==> config.mk <==
export PLATFORM = sky130hd
export DESIGN_NAME = handshake_ctrl_extract
export DESIGN_NICKNAME = d
export VERILOG_FILES = /design/src/rtl/handshake_pkg.sv /design/src/rtl/handshake_token_counter.sv /design/src/rtl/handshake_ctrl_extract.sv
export SDC_FILE = /design/constraint.sdc
export NUM_CORES = 1
export LEC_CHECK = 0
export ABC_AREA = 1
export CORE_AREA = 2 2 72 74
export CTS_CLUSTER_SIZE = 30
export DETAILED_ROUTE_END_ITERATION = 10
export DIE_AREA = 0 0 74 76
export HOLD_SLACK_MARGIN = 0.03
export PLACE_DENSITY = 0.76
export SLEW_MARGIN = 5
export SYNTH_ARGS = -nofsm -noshare
export SYNTH_HDL_FRONTEND = slang
export SYNTH_SLANG_ARGS = --single-unit
==> constraint.sdc <==
create_clock -name clk -period 2 [get_ports clk]
set_clock_uncertainty 0.05 [all_clocks]
set_input_delay 0.4 -clock clk [delete_from_list [all_inputs] [get_ports clk]]
set_output_delay 0.4 -clock clk [all_outputs]
set_load 0.01 [all_outputs]
==> src/rtl/handshake_pkg.sv <==
// ---------------------------------------------------------------------------
// handshake_pkg
//   Shared definitions for the handshake control-token extractor:
//     OCC_W        width of the occupancy count (tokens currently buffered)
//     CNT_W        width of the running accepted-token statistic
//     occ_state_t  EMPTY / PARTIAL / FULL buffer state encoding
//     classify_occupancy()  maps an occupancy value onto the state encoding
// ---------------------------------------------------------------------------
package handshake_pkg;

  localparam int OCC_W = 8;
  localparam int CNT_W = 16;

  typedef enum logic [1:0] {
    EMPTY   = 2'd0,
    PARTIAL = 2'd1,
    FULL    = 2'd2
  } occ_state_t;

  // A buffer of depth 1 jumps straight from EMPTY to FULL, so the FULL test
  // must take priority over PARTIAL for any non-zero occupancy.
  function automatic occ_state_t classify_occupancy(
    input logic [OCC_W-1:0] occ,
    input logic [OCC_W-1:0] depth
  );
    occ_state_t st;
    if (occ == '0) begin
      st = EMPTY;
    end else if (occ == depth) begin
      st = FULL;
    end else begin
      st = PARTIAL;
    end
    return st;
  endfunction

endpackage

==> src/rtl/handshake_token_counter.sv <==
// ---------------------------------------------------------------------------
// handshake_token_counter
//   Up/down counter of buffered control tokens together with the
//   EMPTY/PARTIAL/FULL state register. Both are updated in one clocked block
//   so the state always agrees with the count.
//
//   Parameters
//     DEPTH   maximum number of buffered tokens (1..255)
//   Ports
//     clk     rising-edge clock
//     rst     asynchronous active-low reset
//     inc     a token was accepted this cycle
//     dec     a token was consumed this cycle
//     count   number of buffered tokens (0..DEPTH)
//     state   EMPTY / PARTIAL / FULL
// ---------------------------------------------------------------------------
module handshake_token_counter
  import handshake_pkg::*;
#(
  parameter int DEPTH = 4
) (
  input  logic             clk,
  input  logic             rst,
  input  logic             inc,
  input  logic             dec,
  output logic [OCC_W-1:0] count,
  output occ_state_t       state
);

  localparam logic [OCC_W-1:0] DEPTH_C = OCC_W'(DEPTH);

  logic             inc_ok;
  logic             dec_ok;
  logic [OCC_W-1:0] count_next;
  occ_state_t       state_next;

  // The qualifiers against FULL/EMPTY keep the count inside 0..DEPTH even if
  // a caller ever presents an unqualified inc/dec. Simultaneous inc and dec
  // cancel out and leave the count unchanged.
  always_comb begin
    inc_ok     = inc && (state != FULL);
    dec_ok     = dec && (state != EMPTY);
    count_next = count;
    if (inc_ok && !dec_ok) begin
      count_next = count + OCC_W'(1);
    end else if (dec_ok && !inc_ok) begin
      count_next = count - OCC_W'(1);
    end
    state_next = classify_occupancy(count_next, DEPTH_C);
  end

  always_ff @(posedge clk or negedge rst) begin
    if (!rst) begin
      count <= '0;
      state <= EMPTY;
    end else begin
      count <= count_next;
      state <= state_next;
    end
  end

endmodule

==> src/rtl/handshake_ctrl_extract.sv <==
// ---------------------------------------------------------------------------
// handshake_ctrl_extract
//   Converts a data-carrying valid/ready channel into a data-less control
//   token channel. Every accepted input word produces exactly one control
//   token, in order; up to DEPTH tokens can be buffered. The word itself is
//   dropped, optionally after being compared against EXPECTED.
//
//   Optional feature macro: HANDSHAKE_CTRL_EXTRACT_CHECK_EN
//     defined   -> each accepted word is compared with EXPECTED; the first
//                  differing word raises the sticky mismatch flag and is
//                  captured in mismatch_data
//     undefined -> mismatch and mismatch_data are constant 0
//
//   Parameters
//     DATA_WIDTH    width of the input data word
//     DEPTH         maximum buffered control tokens (1..255)
//     EXPECTED      reference value for the optional word checker
//   Ports
//     clk           rising-edge clock
//     rst           asynchronous active-low reset
//     ins           input data word
//     ins_valid     input token offered
//     ins_ready     input token can be accepted (buffer not full)
//     outs_valid    control token offered (buffer not empty)
//     outs_ready    downstream consumes the control token
//     occupancy     number of buffered tokens
//     accepted_cnt  accepted input tokens since reset, wraps at 2^16
//     mismatch      sticky flag: an accepted word differed from EXPECTED
//     mismatch_data first differing word
// ---------------------------------------------------------------------------
module handshake_ctrl_extract
  import handshake_pkg::*;
#(
  parameter int          DATA_WIDTH = 32,
  parameter int          DEPTH      = 4,
  parameter logic [31:0] EXPECTED   = 32'h5F78E7F2
) (
  input  logic                  clk,
  input  logic                  rst,
  input  logic [DATA_WIDTH-1:0] ins,
  input  logic                  ins_valid,
  output logic                  ins_ready,
  output logic                  outs_valid,
  input  logic                  outs_ready,
  output logic [OCC_W-1:0]      occupancy,
  output logic [CNT_W-1:0]      accepted_cnt,
  output logic                  mismatch,
  output logic [DATA_WIDTH-1:0] mismatch_data
);

  occ_state_t state;
  logic       accept;
  logic       consume;

  // Both handshake outputs are pure decodes of the state register, so there
  // is no combinational path from ins_valid or outs_ready to either of them.
  assign ins_ready  = (state != FULL);
  assign outs_valid = (state != EMPTY);

  assign accept  = ins_valid && ins_ready;
  assign consume = outs_valid && outs_ready;

  handshake_token_counter #(
    .DEPTH (DEPTH)
  ) u_counter (
    .clk   (clk),
    .rst   (rst),
    .inc   (accept),
    .dec   (consume),
    .count (occupancy),
    .state (state)
  );

  // Running count of accepted tokens; wraps naturally at the register width.
  always_ff @(posedge clk or negedge rst) begin
    if (!rst) begin
      accepted_cnt <= '0;
    end else if (accept) begin
      accepted_cnt <= accepted_cnt + CNT_W'(1);
    end
  end

`ifdef HANDSHAKE_CTRL_EXTRACT_CHECK_EN
  localparam logic [DATA_WIDTH-1:0] EXPECTED_W = DATA_WIDTH'(EXPECTED);

  // Only the first differing word is captured: once mismatch is set the
  // capture register is frozen until the next reset.
  always_ff @(posedge clk or negedge rst) begin
    if (!rst) begin
      mismatch      <= 1'b0;
      mismatch_data <= '0;
    end else if (accept && !mismatch && (ins != EXPECTED_W)) begin
      mismatch      <= 1'b1;
      mismatch_data <= ins;
    end
  end
`else
  logic unused_ins;

  assign mismatch      = 1'b0;
  assign mismatch_data = '0;

  // The data word is intentionally dropped when the checker is not built.
  assign unused_ins = ^{ins, EXPECTED};
`endif

endmodule

==> impl_metrics.tcl, run 1 <==
set metrics [dict create \
    outcome "finished clean" \
    synth_top_area_cell "dfrtp_1" \
    cts_setup_buffers 0 \
    n_antenna_cell 0 \
    port_buffers 29 \
    grt_max_degree 27 \
    final-setup-viol-count 0 \
    critPathArrivalTime_ns 1.43 \
    dr.pass1.iters 4 \
    drv_cap 0 \
    dieArea_sq_um 5624 \
    holdCritPathClass "register to register" \
    start_util_pct 36.32 \
    first_global_vias 1339 \
    syn-cell-area_sq_um 1784 \
    drt_iter0_drc 89 \
    vias 1378 \
    drive_above_1_share_pct 12.55 \
    cellLeakagePower_nw 1.064 \
    insertion_delay_ns 0.26 \
    yosysTopAreaCellShare_pct 36.47 \
    critPathCaptureType "primary output" \
    worstPathMaxFanout 4 \
    ys_warn_count 0 \
    report.final.slew_viol_count 0 \
    cts_hold_buf 0 \
    clock_sinks 26 \
    fmax_mhz 531.7 \
    worstHoldPathCells 1 \
    dp_hpwl_mm 2.623 \
    reg2reg_depth 11 \
    wl_per_cell_um 10.07 \
    fillers 505 \
    slowest_stage "clkdlybuf4s50_1" \
    die_h_um 76 \
    crit_type "register to primary output" \
    grtUsageTotal_pct 11.98 \
    wirelength_mm 3.354 \
    grt_pass1_wl_mm 5.595 \
    ys_top_cells_by_area "dfrtp_1 36%, buf_4 14%, nand2_1 12%" \
    timing.final.crit_share_pct 94.03 \
    hold_viol 0 \
    start_kind "register" \
    post_synth.cell_area_avg_sq_um 7.825 \
    path_cells "nor2_2, inv_1, clkdlybuf4s50_1" \
    ys_ff_latch 26 \
    rsz0062_at_grt "no" \
    ant_nets 0 \
    postLayoutCoreUtil_pct 43.38 \
    die_w_um 74 \
    htreeDepth 1 \
    peakVddDrop_mv 0.5622 \
    hold-worst-slack_ns 0.4315 \
    overflow 0 \
    rows 26 \
    nNetsFinal 303 \
    finalCriticalPeriod_ns 1.881 \
    design_area_sq_um 2131 \
    dp_slack_ns -0.03348 \
    p_per_area_nw_per_um2 1140 \
    clockBufferDepth 2 \
    cts_tree "done" \
    synth_ff_type "dfrtp_1" \
    numCtsBuffers 3 \
    max_stage_delay_ns 0.47 \
    vias_per_cell 4.138 \
    core_area_sq_um 4912 \
    netlist_instances 228 \
    ys_types 25 \
    ios 95 \
    placed_area_sq_um 2057 \
    antenna_found_initial 0 \
    synthToLayoutAreaGrowth_pct 19.42 \
    clockRootBuffer "clkbuf_8" \
    clk_pin_slew_ns 0.09 \
    ys_async_sr_fraction_pct 100.0 \
    place.gp.congestion 0.8597 \
    drc 0 \
    seq_area_frac_synth_pct 36.47 \
    worst_slack_ns 0.1193 \
    synth_edf_count 0 \
    worstPathRequired_ns 1.55 \
]
Yosys cell counts (2+ instances only):
cell type / instances
nand3_2: 3
inv_1: 20
a21oi_1: 3
dfrtp_1: 26
buf_4: 34
nand3_1: 21
nor2_2: 5
nor3_2: 2
ha_1: 3
nand2_1: 55
nand2_2: 7
xnor2_1: 9
nand2_4: 2
xor2_1: 5
nand4_1: 2
o21ai_1: 2
nor2_1: 20
nor3_1: 2
final timing paths:
path	start	end	slack (ns)
min in group asynchronous	rst	accepted_cnt[13]	0.44
worst min register to register	accepted_cnt[15]	accepted_cnt[15]	0.43
worst max register to register	u_counter.count[1]	u_counter.state[1]	0.30
worst max-delay path	u_counter.state[1]	outs_valid	0.12
max in group asynchronous	rst	u_counter.count[6]	1.22
worst min-delay path	accepted_cnt[15]	accepted_cnt[15]	0.43
cells by family (layout without fill, tap and decap cells):
family,count (synthesis),after routing,share of synthesized area [%]
adders and majority gates,3,3,2.104
xor gates and xnor gates,14,14,6.873
and+or+nand+nor,123,123,33.73
AOI/OAI and AO/OA,6,6,1.893
other,1,33,0.2102
buffers and inverters,55,58,18.72
DFF,26,26,36.47
report_power, final:
part           leakage [nW]  internal (W)  total [W]  switching, W
sequential            0.328      0.000676   0.000902      0.000226
combinational         0.700      0.000532    0.00110      0.000571
clock                0.0357      0.000267   0.000423      0.000156
total                  1.06       0.00148    0.00243      0.000953
cell type report:
class | instances | area [sq um] | area share (%)
Clock inverter | 1 | 30.03 | 1.409
Clock buffer | 3 | 41.29 | 1.938
Multi-Input combinational cell | 179 | 922.1 | 43.28
Inverter | 21 | 78.83 | 3.699
Sequential cell | 26 | 650.6 | 30.53
Timing Repair Buffer | 33 | 320.3 | 15.03
Tap cell | 70 | 87.58 | 4.110
placed cells by master, fill, tap and decap left out:
cell	synthesis	layout
nand4_1	2	2
nor2_1	20	19
a21oi_1	3	3
clkbuf_8	0	3
nand2_4	2	2
clkdlybuf4s50_1	0	29
dfrtp_1	26	26
o21ai_1	2	2
or2_2	1	1
nand2_2	7	7
a21oi_2	1	1
nand3_1	21	21
inv_1	20	20
bufinv_16	0	1
inv_2	1	1
nand2_1	55	55
nor3_2	2	2
buf_4	34	4
nor2_4	1	1
ha_1	3	3
xnor2_1	9	9
xor2_1	5	5
nand3_2	3	3
nor2_8	1	1
nand3b_1	1	1
nor3_1	2	2
conb_1	1	33
nor2_2	5	6
worst max-delay path, delay by kind of cell, from the launching register on:
kind	cells	cell delay (ns)
buffers and inverters	2	0.54
DFF	1	0.44
and+or+nand+nor	1	0.19
flip-flops by register name, indices dropped and copies added, names as in the netlist:
register / count
u_counter.count: 8
accepted_cnt: 16
u_counter.state: 2
through the flow:
step           setup TNS, ns  power (W)  instances
3_3_place_gp               0   0.001995        329
6_report                   0   0.002429        333
2_1_floorplan              0   0.001604        260
3_5_place_dp        -0.03980   0.002018        329
4_1_cts                    0   0.002448        333
5_1_grt                    0   0.002638        333
repair_timing:
action | CTS | global route
endpoints found under the hold margin | 0 | 0
endpoints found under the setup margin | 0 | 1
gates resized for setup | 0 | 1
layer usage:
layer | track usage (%) | wire, um | vias up
met5 | 0 | 0 | -
met4 | 3.636 | 28 | 0
met3 | 1.455 | 179 | 4
met2 | 20.36 | 1614 | 45
met1 | 15.62 | 1532 | 623
li1 | - | - | 706
(Power assumes the default switching activity.)
==> run 2: changes to the inputs <==
- CORE_AREA: 2 2 72 74 -> 2 2 71 73
- DIE_AREA: 0 0 74 76 -> 0 0 73 75
- PLACE_DENSITY: 0.76 -> 0.78
==> run 2 against run 1 <==
Clock power fell by 23%. Die area fell by 2.6%. Non-clock buffer count did not move. Via count rose by 1.6%. Final area fell by 1.7%. Clock-buffer cell count rose by 1. Critical endpoint unchanged. Largest power group unchanged.
==> impl_metrics.tcl, run 2 (same netlist as run 1, synthesis figures left out) <==
set metrics [dict create \
    outcome "finished clean" \
    insertion_delay_ns 0.26 \
    drive_above_1_share_pct 12.55 \
    cts_tree "done" \
    grtUsageTotal_pct 12.62 \
    report.final.slew_viol_count 0 \
    clockBufferDepth 2 \
    wl_per_cell_um 10.48 \
    largest_reg_flops 16 \
    rows 25 \
    post-place-cells 313 \
    die_h_um 75 \
    layout.cells.non_filler 317 \
    antenna_found_initial 0 \
    core_area_sq_um 4661 \
    die_w_um 73 \
    worstPathMaxFanout 4 \
    nNetsFinal 303 \
    ant_nets 0 \
    dr.pass1.iters 4 \
    ios 95 \
    start_util_pct 38.28 \
    wirelength_mm 3.321 \
    critPathArrivalTime_ns 1.42 \
    finalCriticalPeriod_ns 1.874 \
    worst_slack_ns 0.1264 \
    fmax_mhz 533.7 \
    critPathCaptureType "primary output" \
    dp_slack_ns -0.07286 \
    vias 1400 \
    place.gp.congestion 0.8462 \
    p_per_area_nw_per_um2 1112 \
    hold_viol 0 \
    cts_setup_buffers 0 \
    worstHoldPathCells 1 \
    drc 0 \
    final_common_cell "nand2_1" \
    final-setup-viol-count 0 \
    timing.final.crit_share_pct 93.68 \
    largest_register "accepted_cnt" \
    overflow 0 \
    top_regs "accepted_cnt x16, u_counter.count x8, u_counter.state x2" \
    dp_hpwl_mm 2.624 \
    clockRootBuffer "clkbuf_8" \
    reg2reg_depth 11 \
    peakVddDrop_mv 0.5748 \
    numCtsBuffers 3 \
    vias_per_cell 4.416 \
    layout_common_cells "55 x nand2_1, 33 x conb_1, 29 x clkdlybuf4s50_1" \
    drv_cap 0 \
    timing.reg2reg.setup_slack_ns 0.32 \
    htreeDepth 1 \
    rsz0062_at_grt "no" \
    synthToLayoutAreaGrowth_pct 17.39 \
    first_global_vias 1318 \
    cts_hold_buf 0 \
    n_antenna_cell 0 \
    grt_pass1_wl_mm 5.582 \
    port_buffers 29 \
    hold-worst-slack_ns 0.4240 \
    worstPathRequired_ns 1.55 \
    grt_max_degree 27 \
    dieArea_sq_um 5475 \
    start_kind "register" \
    crit_type "register to primary output" \
    holdCritPathClass "register to register" \
    clock_sinks 26 \
    drt_iter0_drc 58 \
    clk_pin_slew_ns 0.08 \
    setup_tns_ns 0 \
    cellLeakagePower_nw 1.056 \
]
-- run 2: cell count changes in the layout (fill, tap and decap cells not counted), sizes merged --
cell,change
bufinv,-1
clkbuf,+1
-- run 2: worst max-delay path, cell delays in order, from the launching register on --
cell and delay (ns):
dfrtp_1 0.45, nor2_2 0.19, inv_1 0.06, clkdlybuf4s50_1 0.47
-- run 2: what timing repair did --
action	CTS	global route
endpoints found under the setup margin	0	1
hold endpoints to repair	0	0
resized for setup	0	1
-- run 2: final cells by class --
cell class | instances | area [sq um]
Fill cell | 454 | 2566
Tap cell | 54 | 67.56
Clock buffer | 4 | 55.05
Multi-Input combinational cell | 179 | 922.1
Sequential cell | 26 | 650.6
Inverter | 21 | 78.83
Timing Repair Buffer | 33 | 320.3
-- run 2: path summary, 6_finish.rpt --
kind                                    start                  to
max in group asynchronous                 rst     accepted_cnt[1]
max                        u_counter.state[1]          outs_valid
min in group asynchronous                 rst    accepted_cnt[12]
min reg2reg                  accepted_cnt[15]    accepted_cnt[15]
max reg2reg                u_counter.count[1]  u_counter.state[1]
min                          accepted_cnt[15]    accepted_cnt[15]
-- run 2: metrics by stage --
stage | util [%] | total power, W | cell area (sq um)
2_1_floorplan | - | 0.001604 | 1904
3_3_place_gp | 43.70 | 0.001986 | 2037
3_5_place_dp | 43.70 | 0.002018 | 2037
4_1_cts | 44.89 | 0.002350 | 2092
5_1_grt | 44.94 | 0.002540 | 2095
6_report | 44.94 | 0.002330 | 2095
-- run 2: metal layers --
| metal | routed length [um] | up-vias | global-route usage (%) |
|---|---|---|---|
| li1 | - | 716 | - |
| met1 | 1415 | 632 | 15.93 |
| met2 | 1640 | 46 | 22.12 |
| met3 | 219 | 6 | 2.008 |
| met4 | 45 | 0 | 4.115 |
| met5 | 0 | - | 0 |
-- run 2: report_power, final --
group / switching, W / internal [W]
Combinational: 0.000566 / 0.000531
Clock: 0.000149 / 0.000175
Sequential: 0.000231 / 0.000676
Total: 0.000946 / 0.00138
